--- src/rtl/heq_pkg.sv ---
// Shared types and constants for the histogram-equalisation divider path.
// Imported by the sequencer and by the divider wrapper.
package heq_pkg;

  typedef enum logic [2:0] {
    IDLE,
    RD,
    CAP,
    SETUP,
    RUN,
    WR,
    DONE
  } state_t;

  // CDF entries below this floor skip the divider and map to zero.
  localparam logic [7:0] CDFMIN  = 8'd1;
  localparam logic [7:0] LUT_SAT = 8'hFF;

endpackage

--- src/rtl/heq_div_sequencer.sv ---
// Walks every CDF bin: read CDF entry, run the divider (or bypass it),
// and write the resulting quotient into the equalisation LUT.
module heq_div_sequencer
  import heq_pkg::*;
#(
  parameter int NBINS   = 256,
  parameter int ADDR_W  = 8,
  parameter int TIMEOUT = 64
) (
  input  logic              clk,
  input  logic              reset,
  input  logic              start,
  output logic              cdf_rd_en,
  output logic [ADDR_W-1:0] cdf_rd_addr,
  input  logic [7:0]        cdf_rd_data,
  output logic [7:0]        div_cdf_in,
  output logic              div_en,
  input  logic [7:0]        div_g_out,
  input  logic              div_ready,
  output logic              lut_wr_en,
  output logic [ADDR_W-1:0] lut_wr_addr,
  output logic [7:0]        lut_wr_data,
  output logic              busy,
  output logic              done,
  output logic              err
);

  localparam int WD_W = (TIMEOUT > 1) ? $clog2(TIMEOUT) : 1;

  localparam logic [ADDR_W:0] LAST_BIN = (ADDR_W + 1)'(NBINS - 1);
  localparam logic [WD_W-1:0] WD_LAST  = WD_W'(TIMEOUT - 1);

  state_t            state, state_nx;
  logic [ADDR_W:0]   bin, bin_nx;          // one spare bit so NBINS == 2**ADDR_W ends cleanly
  logic [WD_W-1:0]   wd, wd_nx;
  logic [7:0]        operand, operand_nx;
  logic [7:0]        wr_data, wr_data_nx;
  logic              err_q, err_nx;

  // NOTE: reset is sampled on the clock edge only; state uses non-blocking assignments.
  always_ff @(posedge clk) begin
    if (!reset) begin
      state   <= IDLE;
      bin     <= '0;
      wd      <= '0;
      operand <= '0;
      wr_data <= '0;
      err_q   <= 1'b0;
    end else begin
      state   <= state_nx;
      bin     <= bin_nx;
      wd      <= wd_nx;
      operand <= operand_nx;
      wr_data <= wr_data_nx;
      err_q   <= err_nx;
    end
  end

  // NOTE: every next-state signal holds its current value by default so no latch is inferred.
  always_comb begin
    state_nx   = state;
    bin_nx     = bin;
    wd_nx      = wd;
    operand_nx = operand;
    wr_data_nx = wr_data;
    err_nx     = err_q;

    unique case (state)
      IDLE: begin
        if (start) begin
          state_nx = RD;
          bin_nx   = '0;
          err_nx   = 1'b0;
        end
      end
      RD: state_nx = CAP;
      CAP: begin
        operand_nx = cdf_rd_data;
        if (cdf_rd_data < CDFMIN) begin
          wr_data_nx = '0;
          state_nx   = WR;
        end else begin
          state_nx = SETUP;
        end
      end
      SETUP: begin
        wd_nx    = '0;
        state_nx = RUN;
      end
      RUN: begin
        // A ready on the terminal watchdog count still wins over the timeout.
        if (div_ready) begin
          wr_data_nx = div_g_out;
          state_nx   = WR;
        end else if (wd == WD_LAST) begin
          wr_data_nx = LUT_SAT;
          err_nx     = 1'b1;
          state_nx   = WR;
        end else begin
          wd_nx = wd + 1'b1;
        end
      end
      WR: begin
        if (bin == LAST_BIN) begin
          state_nx = DONE;
        end else begin
          bin_nx   = bin + 1'b1;
          state_nx = RD;
        end
      end
      DONE:    state_nx = IDLE;
      default: state_nx = IDLE;
    endcase
  end

  assign cdf_rd_en   = (state == RD);
  assign cdf_rd_addr = bin[ADDR_W-1:0];
  assign div_cdf_in  = operand;
  assign div_en      = (state == RUN);
  assign lut_wr_en   = (state == WR);
  assign lut_wr_addr = bin[ADDR_W-1:0];
  assign lut_wr_data = wr_data;
  assign busy        = (state != IDLE) && (state != DONE);
  assign done        = (state == DONE);
  assign err         = err_q;

endmodule

--- config.mk ---
export PLATFORM = sky130hd
export DESIGN_NAME = heq_div_sequencer
export DESIGN_NICKNAME = d
export VERILOG_FILES = /design/src/rtl/heq_pkg.sv /design/src/rtl/heq_div_sequencer.sv
export SDC_FILE = /design/constraint.sdc
export NUM_CORES = 1
export LEC_CHECK = 0
export BUFFER_PORTS_ARGS = -buffer_cell sky130_fd_sc_hd__clkbuf_2
export CAP_MARGIN = 20
export CORE_UTILIZATION = 37
export CTS_BUF_LIST = sky130_fd_sc_hd__clkbuf_16
export DETAILED_ROUTE_END_ITERATION = 8
export GPL_TIMING_DRIVEN = 0
export PLACE_DENSITY_LB_ADDON = 0.05
export SYNTH_ARGS = -nofsm -noshare
export SYNTH_HDL_FRONTEND = slang
export SYNTH_SLANG_ARGS = --single-unit
--- constraint.sdc ---
create_clock -name clk -period 1.8 [get_ports clk]
set_input_delay 0.09 -clock clk [delete_from_list [all_inputs] [get_ports clk]]
set_output_delay 0.09 -clock clk [all_outputs]
set_load 0.03 [all_outputs]
# == Word level (Yosys, flattened, before mapping) ==
# Index checks and enable logic that the tools add are counted.
# totals
word_cells,57
ff_bits,35
output_inout_bits,38
# classes
muxes,20
n_reduce_logical,12
eq_ne,16
addsub,2
order_cmp,1
# op_table
operator,count
2-to-1 mux 8 bit,3
2-to-1 mux 9 bit,2
case mux 3 bit (6 select lines),1
case mux 9 bit (2 select lines),1
case mux 8 bit (2 select lines),1
2-to-1 mux 3 bit,5
2-to-1 mux 6 bit,2
case mux 6 bit (2 select lines),1
!= test 2 bit (second input constant),5
adder 9 x 1 -> 9 bit (second input constant),1
equality test 3 bit (second input constant),3
equality test 9 x 8 -> 1 bit (second input constant),1
AND reduction 3 bit,3
< comparator 8 x 1 -> 1 bit (second input constant),1
nonzero test 2 bit,4
adder 6 x 1 -> 6 bit (second input constant),1
equality test 3 x 2 -> 1 bit (second input constant),2
equality test 6 bit (second input constant),1
AND reduction 4 bit,1
equality test 3 x 1 -> 1 bit (second input constant),1
zero test 3 bit,1
2-to-1 mux 1 bit,3
!= test 3 x 1 -> 1 bit (second input constant),1
!= test 3 bit (second input constant),1
5 further kinds,5

# == Logic depth before layout (Yosys ltp) ==
# Gate-level depths: netlist of the first run.
# logic_depth
depth_word,4
mapped_depth,8

# == Least setup slack after synthesis of the first run ==
# OpenSTA, ideal clock, no wires.
# synth_timing
path_kind,reg-to-reg
from,reg state[0]
to,"reg wr_data[6], in the netlist lut_wr_data[6]"
setup_ns,0.093
required_ns,1.707
arrival_time_ns,1.861
setup_slack_ns,-0.154
n_path_buf,1
period_less_slack_ns,1.954
stages_incl_launch_ff,5
path_cell_list,dfxtp_1 > clkbuf_1 > nor3_1 > nand2_1 > o32ai_1
# synth_via
elab_chain_len,3
word_cells_on_any_way,7
classes_between,eq/ne (4); mux (1); reduce/logical (2)
# synth_rtl
element,line_no,text
start: declaration,heq_div_sequencer.sv:33,"state_t state, state_nx;"
start signal: assignment,heq_div_sequencer.sv:50,state <= state_nx;
equality test 3 bit (*),n/a,
named net div_en,heq_div_sequencer.sv:17,"output logic div_en,"
!= test 3 x 1 -> 1 bit (no line) or nonzero test 2 bit (tied branches),n/a,
AND reduction 3 bit (no line),n/a,
end signal: assignment,heq_div_sequencer.sv:54,wr_data <= wr_data_nx;
end: declaration,heq_div_sequencer.sv:37,"logic [7:0] wr_data, wr_data_nx;"
# The timed path passes the listed nets; every way through them passes the cells marked *.
# A chain may end at the register's enable or synchronous reset.

# == Worst setup path in the final report of the first run ==
# layout_timing
from,reg bin[0]
to,reg bin[5]
# layout_via
elab_chain_len,3
word_cells_on_any_way,6
classes_between,add/sub (1); eq/ne (2); mux (2); reduce/logical (1)
# layout_rtl
element,line_no,text
start: declaration,heq_div_sequencer.sv:34,"logic [ADDR_W:0] bin, bin_nx;"
start signal: assignment,heq_div_sequencer.sv:51,bin <= bin_nx;
adder 9 x 1 -> 9 bit or equality test 9 x 8 -> 1 bit (tied branches),"heq_div_sequencer.sv:107, heq_div_sequencer.sv:104",
2-to-1 mux 9 bit or != test 2 bit (tied branches),n/a,
case mux 9 bit (2 select lines) or AND reduction 3 bit (tied branches),n/a,
# Several ways; a longest one is shown, not always the timed one. The select of a mux whose other input is x is not followed.

==> results of run 1 <==
layout make-up:
type                            instances  area [sq um]
Buffer                                 24           158
Clock buffer                            5           125
Clock inverter                          3          63.8
Fill cell                             410          1890
Inverter                                5          18.8
Multi-Input combinational cell        145           987
Sequential cell                        35           723
Tap cell                               52          65.1
Timing Repair Buffer                   76           447
worst max-delay path by stage:
| stage | to |
|---|---|
| 2_1_floorplan | bin[7]$_SDFFE_PN0P_ |
| 3_3_place_gp | bin[7]$_SDFFE_PN0P_ |
| 3_5_place_dp | bin[7]$_SDFFE_PN0P_ |
| 4_1_cts | bin[5]$_SDFFE_PN0P_ |
| 5_1_grt | bin[5]$_SDFFE_PN0P_ |
| 6_report | bin[5]$_SDFFE_PN0P_ |
cell families (layout without fill, tap and decap cells):
family / count (synthesis) / after routing / share of synthesized area, %
and+or+nand+nor: 82 / 82 / 24.6
AOI/OAI and AO/OA: 45 / 45 / 16.1
DFF: 35 / 35 / 39.5
buffers and inverters: 29 / 113 / 9.68
muxes: 8 / 8 / 4.52
xor gates and xnor gates: 7 / 7 / 3.46
adders and majority gates: 3 / 3 / 2.12
sequential cells by signal, summed over array words and instances, names as in the netlist:
name         flops
div_cdf_in       8
wd               6
err              1
lut_wr_data      8
state            3
bin              9
through the flow:
step           cells  setup WS (ps)  hold WS (ps)
2_1_floorplan    209          -80.0           260
3_3_place_gp     317           -257           369
3_5_place_dp     317           -278           375
4_1_cts          344           -122          89.0
5_1_grt          345           -210           115
6_report         345           -129          88.8
worst max-delay path, delay by kind of cell, from the launching register on:
family,cells,cell delay [ps]
compound gates,2,380
flops,1,350
fa+ha+maj,2,330
simple gates,4,790
report_power, final:
group          internal [W]  switching [W]  leakage (nW)
Combinational      0.000111       0.000160         0.686
Sequential         0.000785      0.0000146         0.288
Clock              0.000788       0.000309        0.0952
timing repair:
| item | 4_1_cts | 5_1_grt |
|---|---|---|
| pin swaps | 9 | 4 |
| setup buffers | 20 | 2 |
| endpoints found under the setup margin | 20 | 23 |
| resized for setup | 18 | 13 |
| gates cloned | 0 | 0 |
cells in the mapped netlist (3+ instances only):
cell / count / area [sq um]
nor2_1: 15 / 56.3
buf_4: 16 / 120
clkbuf_1: 5 / 18.8
ha_1: 3 / 37.5
o21ai_0: 4 / 20.0
or4_1: 4 / 30.0
xor2_1: 3 / 26.3
mux2i_1: 8 / 80.1
a211oi_1: 3 / 22.5
nor3_1: 5 / 25.0
a21oi_1: 16 / 80.1
nor2b_1: 15 / 93.8
nand2_1: 19 / 71.3
nand3_1: 8 / 40.0
inv_1: 5 / 18.8
o22ai_1: 7 / 43.8
dfxtp_1: 35 / 701
xnor2_1: 4 / 35.0
or3_1: 3 / 18.8
a21boi_0: 3 / 22.5
o31ai_1: 3 / 22.5
per-layer routing:
metal | vias to the layer above | track usage (%) | part of all wire [%]
li1 | 887 | - | -
met1 | 784 | 23.2 | 47
met2 | 42 | 30.5 | 48
met3 | 7 | 4.13 | 3.3
met4 | 0 | 5.33 | 1.2
met5 | - | 0 | 0
==> results.md, run 1 <==
- Worst Hold Depth: 3
- Total Routing Usage GR: 18.1%
- Mean Syn Cell Area: 8.48 sq um
- Headroom to the max-slew limit: 62.2%
- Worst EP arrival: 2130 ps
- Total CTS buffers: 5
- Post-synth EDFFs: 0
- Clock tree buffer depth: 2
- Slew Limit Fails: 0
- Most frequent cells in the layout: clkbuf_2, buf_4, dfxtp_1, nand2_1, a21oi_1
- RR Endpoint: bin[5]$_SDFFE_PN0P_
- CTS tree: built
- Mean number of vias per cell: 4.99
- VDD IR max: 0.408 mV
- Synth async-reset ratio: 0%
- Fin area: 0.00259 sq mm
- Vias in the first global route: 1,614
- Top FF cell, synth: dfxtp_1
- Initial Utilization: 39.6%
- Sink Count: 35
- Cell Rows: 24
- Port bufs: 56
- Setup CP Type: reg2reg
- Syn_nets: 232
- Final Util: 57.8%
- Number of diodes: 0
- Iter 0 DRT Violations: 63
- Post-Route WL: 4260 um
- Yosys reg bits: 35
- Fin. Hold Viols: 0
- Root buffer cell: clkbuf_16
- Pleak: 1.07 nW
- DP Wirelength: 2910 um
- DIE AREA: 0.00507 sq mm
- DRC Markers: 4
- Max incr delay on CP: 510 ps
- Critical path fanouts, max: 6
- Most common cell after layout, fill and taps aside: clkbuf_2
- Status: finished with violations
- Total number of vias: 1,720
- Core region area: 0.00447 sq mm
- H-tree levels: 2
- Data required, critical path: 2000 ps
- Die Wd: 71.2 um
- PD cells: 838 mW/mm^2
- Synth Warn #: 0
- Gpl congestion: 0.773
- Clk_lat worst skew: 270 ps
- Die height: 71.2 um
- Final net count: 315
- Routed len/inst: 12.3 um
- IO Pins: 58
- Global route overflow: 0
- Final WS setup: -129 ps
- R2R setup slack: -130 ps
- Share of cells above drive strength 1: 43.7%
- Post-DRT Antenna Nets: 0
- Min Tclk post-route: 1930 ps
- Sequential-to-total area share from yosys stat: 39.5%
- Clock transition at the registers of the reported paths: 50 ps
- Mapped cell area: 0.00177 sq mm
- Reg-to-reg critical path startpoint: bin[0]$_SDFFE_PN0P_
- Hold_sp: cdf_rd_data[2]
- Area Overhead vs Synth: 46.0%
- Hold Path Class: in2reg
- Dpl cell area: 0.00214 sq mm
- Antenna violations before repair: 0
- Syn Inst Count: 209
- First-pass GRT wire length: 7250 um
- Measured slew at the worst slew-check pin: 564 ps
- Failing checks: design-rule violations, negative setup slack
- Fmax: 518 MHz
- Final number of setup-violating endpoints: 5
- Max-cap viol count: 0
- RSZ-0062 raised after global routing: yes
- FF-to-FF path depth: 8
- Post-CTS Hold Fix Bufs: 0
- Critical Path, Cell by Cell: ha_4, nand2_1, nor2_2, ha_2, nand3b_1, a21o_1, or4_1, a21oi_1
- Total power: 0.00217 W
- Post-Route Skew: 2.83 ps
- CP startpoint: bin[0]$_SDFFE_PN0P_
- Largest net degree at the start of global routing: 12
- CP max stage cell: or4_1
- Synth unique cells: 41
- Setup TNS Final: -296 ps
- Drt first pass iters: 7
- Worst setup SP type: flip-flop
- Setup crit end kind: flip-flop
- Crit share post-route: 107%
- Worst hold endpoint: div_cdf_in[2]$_SDFFE_PN0P_
Power figures use the tool's default switching activity.
==> run 2: changes to the inputs <==
PLACE_DENSITY_LB_ADDON = 0.15   (was 0.05)
==> results.md, run 2 (synthesis results as in run 1) <==
- Status: finished with violations
- Post-Route Skew: 3.63 ps
- Setup CP Type: reg2reg
- Number of diodes: 0
- Critical Path, Cell by Cell: nand4_1, or2_4, nor2_4, ha_4, nand3b_1, a21o_1, or4_4, a21oi_2
- Switch share: 26.5%
- Worst setup SP type: flip-flop
- Combinational Power Share: 14.3%
- Clock tree buffer depth: 2
- Most frequent cells in the layout: clkbuf_2, buf_4, dfxtp_1, nand2_1, nor2b_1
- Hold Path Class: in2reg
- Slew Limit Fails: 0
- R2R setup slack: -140 ps
- Total number of vias: 1,696
- Cell Rows: 24
- DIE AREA: 0.00507 sq mm
- PD cells: 742 mW/mm^2
- Setup TNS Final: -393 ps
- Post-DRT Antenna Nets: 0
- Iter 0 DRT Violations: 65
- VDD IR max: 0.438 mV
- Max incr delay on CP: 490 ps
- Die Wd: 71.2 um
- Max reg flops: 9
- H-tree levels: 2
- First-pass GRT wire length: 7010 um
- Root buffer cell: clkbuf_16
- Min Tclk post-route: 1940 ps
- Die height: 71.2 um
- Port bufs: 56
- Setup crit end kind: flip-flop
- CP max stage cell: or4_4
- Area Overhead vs Synth: 45.3%
- Measured slew at the worst slew-check pin: 530 ps
- Worst EP arrival: 2150 ps
- Total Routing Usage GR: 17.7%
- Switch Pwr: 0.000507 W
- Total CTS buffers: 5
- Failing checks: design-rule violations, negative setup slack
- Clock share of power: 43.8%
- RSZ-0062 raised after global routing: yes
- Critical path fanouts, max: 4
- Largest reg by FF count: bin
- Routed len/inst: 12.7 um
- Drt first pass iters: 6
- P_int: 0.00140 W
- Max-cap viol count: 0
- Final WS setup: -140 ps
- Fin. Hold Viols: 0
- Initial Utilization: 39.6%
- IO Pins: 58
- Dpl cell area: 0.00214 sq mm
- Mean number of vias per cell: 4.96
- Fin area: 0.00257 sq mm
- Clock transition at the registers of the reported paths: 60 ps
- Antenna violations before repair: 0
- Final number of setup-violating endpoints: 6
- Final net count: 312
- Headroom to the max-slew limit: 64.3%
- Sequential power share: 41.8%
- Most common cell after layout, fill and taps aside: clkbuf_2
- Largest net degree at the start of global routing: 13
- Fmax: 515 MHz
- Crit share post-route: 108%
- Filler Cell Count: 404
- CTS tree: built
- DP Wirelength: 2860 um
- Vias in the first global route: 1,573
- Global route overflow: 0
- DRC Markers: 2
- WHS: 83.0 ps
- Share of cells above drive strength 1: 46.6%
- Clk_lat worst skew: 280 ps
- Sink Count: 35
- Gpl congestion: 0.803
- Pleak: 1.04 nW
- Core region area: 0.00447 sq mm
- Post-Route WL: 4330 um
- Data required, critical path: 2010 ps
- Post-CTS Hold Fix Bufs: 0
run 2: worst max-delay path, delay by kind of cell (launching register included):
family	cells	cell delay (ps)
AOI/OAI and AO/OA	2	380
adders and majority gates	1	140
DFF	1	340
and+or+nand+nor	5	1000
run 2: area by class of cell:
cell class                      instances  area, sq um  share of cell area [%]
Multi-Input combinational cell        145         1040                    40.3
Sequential cell                        35          726                    28.2
Timing Repair Buffer                   73          427                    16.6
Buffer                                 24          155                    6.03
Clock buffer                            5          125                    4.86
Tap cell                               52         65.1                    2.53
Clock inverter                          3         20.0                   0.778
Inverter                                5         18.8                   0.729
run 2: path summary, 6_finish.rpt:
path                                from                           to  cells after the start
max                  bin[3]$_SDFFE_PN0P_          bin[5]$_SDFFE_PN0P_                      8
min                       cdf_rd_data[7]   div_cdf_in[7]$_SDFFE_PN0P_                      3
max reg2reg          bin[3]$_SDFFE_PN0P_          bin[5]$_SDFFE_PN0P_                      8
min reg2reg  lut_wr_data[7]$_SDFFE_PN0P_  lut_wr_data[7]$_SDFFE_PN0P_                      2
run 2: repair_timing:
action,CTS,global route
gates resized for setup,24,23
endpoints found under the hold margin,0,0
buffers inserted,17,1
pin swaps,8,10
setup endpoints to repair,21,22
run 2: power groups by stage:
stage / clock network [W] / logic [W] / registers (W)
2_1_floorplan: 0 / 0.000135 / 0.000844
3_3_place_gp: 0 / 0.000228 / 0.000824
3_5_place_dp: 0 / 0.000228 / 0.000823
4_1_cts: 0.000858 / 0.000264 / 0.000799
5_1_grt: 0.000893 / 0.000297 / 0.000801
6_report: 0.000838 / 0.000274 / 0.000799
run 2: per-layer routing:
layer	track usage [%]	up-vias	routed length [um]
li1	-	881	-
met1	22.7	769	2050
met2	28.5	38	2040
met3	4.42	8	172
met4	7.11	0	65
met5	0	-	0
run 2: per-stage QoR:
step	util (%)	std cells	setup WS, ps	power, W
finish	57.5	342	-140	0.00191
detailed placement	47.9	317	-313	0.00105
floorplan	-	209	-80.0	0.000978
global route	57.5	342	-214	0.00199
global placement	47.9	317	-285	0.00105
CTS	55.9	342	-152	0.00192
==> run 3: changes to the inputs <==
CELL_PAD_IN_SITES_DETAIL_PLACEMENT = 1   (was unset)
CELL_PAD_IN_SITES_GLOBAL_PLACEMENT = 1   (was unset)
CORE_UTILIZATION = 33   (was 37)
CTS_CLUSTER_SIZE = 8   (was unset)
==> results.md, run 3 (synthesis results as in run 1) <==
- Status: finished with violations
- Failing checks: negative setup slack
- IO Pins: 58
- Max-cap viol count: 0
- Crit share post-route: 109%
- Top Metal Used: met4
- Core region area: 0.00514 sq mm
- DR WL met3: 199 um
- Min Tclk post-route: 1960 ps
- Fin. Hold Viols: 0
- First-pass GRT wire length: 7880 um
- Fin area: 0.00256 sq mm
- Initial Utilization: 34.5%
- Total CTS buffers: 5
- H-tree levels: 2
- Max reg flops: 9
- Critical path fanouts, max: 4
- Post-Route WL: 4980 um
- Hold_sp: cdf_rd_data[4]
- Fmax: 510 MHz
- Routed len/inst: 13.9 um
- Final net count: 311
- CTS tree: built
- Cell family with most CP delay: simple AND/OR/NAND/NOR gates
- DIE AREA: 0.00567 sq mm
- CP max stage cell: or4_4
- Cell Rows: 26
- Slew Limit Fails: 0
- Gpl congestion: 0.734
- Final Util: 49.8%
- Clock transition at the registers of the reported paths: 50 ps
- Most common cell after layout, fill and taps aside: clkbuf_2
- Setup crit end kind: flip-flop
- Post-DRT Antenna Nets: 0
- Die Wd: 75.3 um
- Switch share: 26.0%
- Die height: 75.3 um
- Metal2 WL: 2460 um
- Total Routing Usage GR: 18.7%
- Data required, critical path: 2000 ps
- Sink Count: 35
- Iter 0 DRT Violations: 35
- Critical Path, Cell by Cell: nand4_1, or2_4, nor2_4, ha_4, nand3b_1, a21o_1, or4_4, a21oi_2
- Share of cells above drive strength 1: 44.3%
- Clk_lat worst skew: 270 ps
- Drt first pass iters: 4
- Global route overflow: 0
- Switch Pwr: 0.000488 W
- Combinational Power Share: 14.5%
- Total power: 0.00188 W
- R2R setup slack: -160 ps
- Crit. path cell count: 8
- FF-to-FF path depth: 8
- RSZ-0062 raised after global routing: yes
- Worst EP arrival: 2160 ps
- Antenna violations before repair: 0
- Mean number of vias per cell: 4.85
- Root buffer cell: clkbuf_16
- Most frequent cells in the layout: clkbuf_2, buf_4, dfxtp_1, nand2_1
- Post-Route Skew: 2.72 ps
- Final WS setup: -163 ps
- Headroom to the max-slew limit: 63.0%
- Setup CP Type: reg2reg
- Max incr delay on CP: 540 ps
- PD cells: 734 mW/mm^2
- VDD IR max: 0.381 mV
- Vias in the first global route: 1,627
- Port bufs: 56
- Placed Cells incl. Taps: 335
- Largest reg by FF count: bin
- Worst setup SP type: flip-flop
- Measured slew at the worst slew-check pin: 551 ps
- Number of diodes: 0
- Hold Path Class: in2reg
- Sequential power share: 42.5%
- Final number of setup-violating endpoints: 5
- Crit path capture: bin[5]$_SDFFE_PN0P_
- Clock share of power: 43.0%
- DRC Markers: 0
- DP Wirelength: 3350 um
- Wire length on met1: 2260 um
- Area Overhead vs Synth: 44.4%
- Dpl cell area: 0.00216 sq mm
- Largest net degree at the start of global routing: 11
- P_int: 0.00139 W
- Filler Cell Count: 633
- Critical path buffers and inverters: 0
- Clock tree buffer depth: 2
- RR Endpoint: bin[5]$_SDFFE_PN0P_
- Pleak: 1.05 nW
- Total number of vias: 1,741
- Setup WS pre-CTS: -366 ps
- Reg-to-reg critical path startpoint: bin[2]$_SDFFE_PN0P_
- Post-route insts no fill: 359
- CP startpoint: bin[2]$_SDFFE_PN0P_
-- run 3: cell types whose count changed in the layout (fill, tap and decap cells not counted), sizes merged --
cell	previous run	this run
clkinvlp	2	0
buf	36	35
inv	5	7
-- run 3: how the worst min path moves through the flow --
stage          depth (start not counted)                    endpoint  slack, ps
2_1_floorplan                          2  div_cdf_in[0]$_SDFFE_PN0P_        260
3_3_place_gp                           3  div_cdf_in[7]$_SDFFE_PN0P_        370
3_5_place_dp                           3  div_cdf_in[2]$_SDFFE_PN0P_        380
4_1_cts                                3  div_cdf_in[3]$_SDFFE_PN0P_        100
5_1_grt                                3  div_cdf_in[3]$_SDFFE_PN0P_        100
6_report                               3  div_cdf_in[4]$_SDFFE_PN0P_        100
-- run 3: routing by layer --
layer,GRT usage (%),up-vias
li1,-,880
met2,30.0,38
met1,24.5,818
met3,4.95,5
met4,6.17,0
met5,0,-
-- run 3: area by class of cell --
class	count	area (sq um)	area share, %
timing repair buffer	72	413	16.1
sequential	35	726	28.4
clock buffer	5	125	4.89
multi-input combinational	145	1020	39.8
tap	70	87.6	3.42
clock inverter	3	12.5	0.489
inverter	5	18.8	0.733
buffer	24	158	6.16
-- run 3: worst register-to-register path: stages, from the launching register on --
cell	delay, ps
dfxtp_4	340
nand4_1	120
or2_4	150
nor2_4	40
ha_4	140
nand3b_1	180
a21o_1	250
or4_4	540
a21oi_2	120
-- run 3: power groups by stage --
stage	combinational (W)	clock (W)	sequential (W)
after floorplan	0.000135	0	0.000844
after global placement	0.000232	0	0.000823
after detailed placement	0.000234	0	0.000823
after CTS	0.000268	0.000826	0.000803
after global routing	0.000295	0.000870	0.000801
final	0.000271	0.000808	0.000798
-- run 3: timing repair --
| action | in CTS | in global routing |
|---|---|---|
| setup buffers | 13 | 3 |
| resized for setup | 20 | 17 |
| pin swaps | 10 | 9 |
| hold buffers | 0 | 0 |
| endpoints found under the setup margin | 21 | 20 |
-- run 3: stage by stage --
step | setup TNS (ps) | hold WS [ps]
floorplan | -160 | 260
global placement | -3470 | 367
detailed placement | -3960 | 383
CTS | -596 | 96.3
global route | -1020 | 105
finish | -474 | 97.1
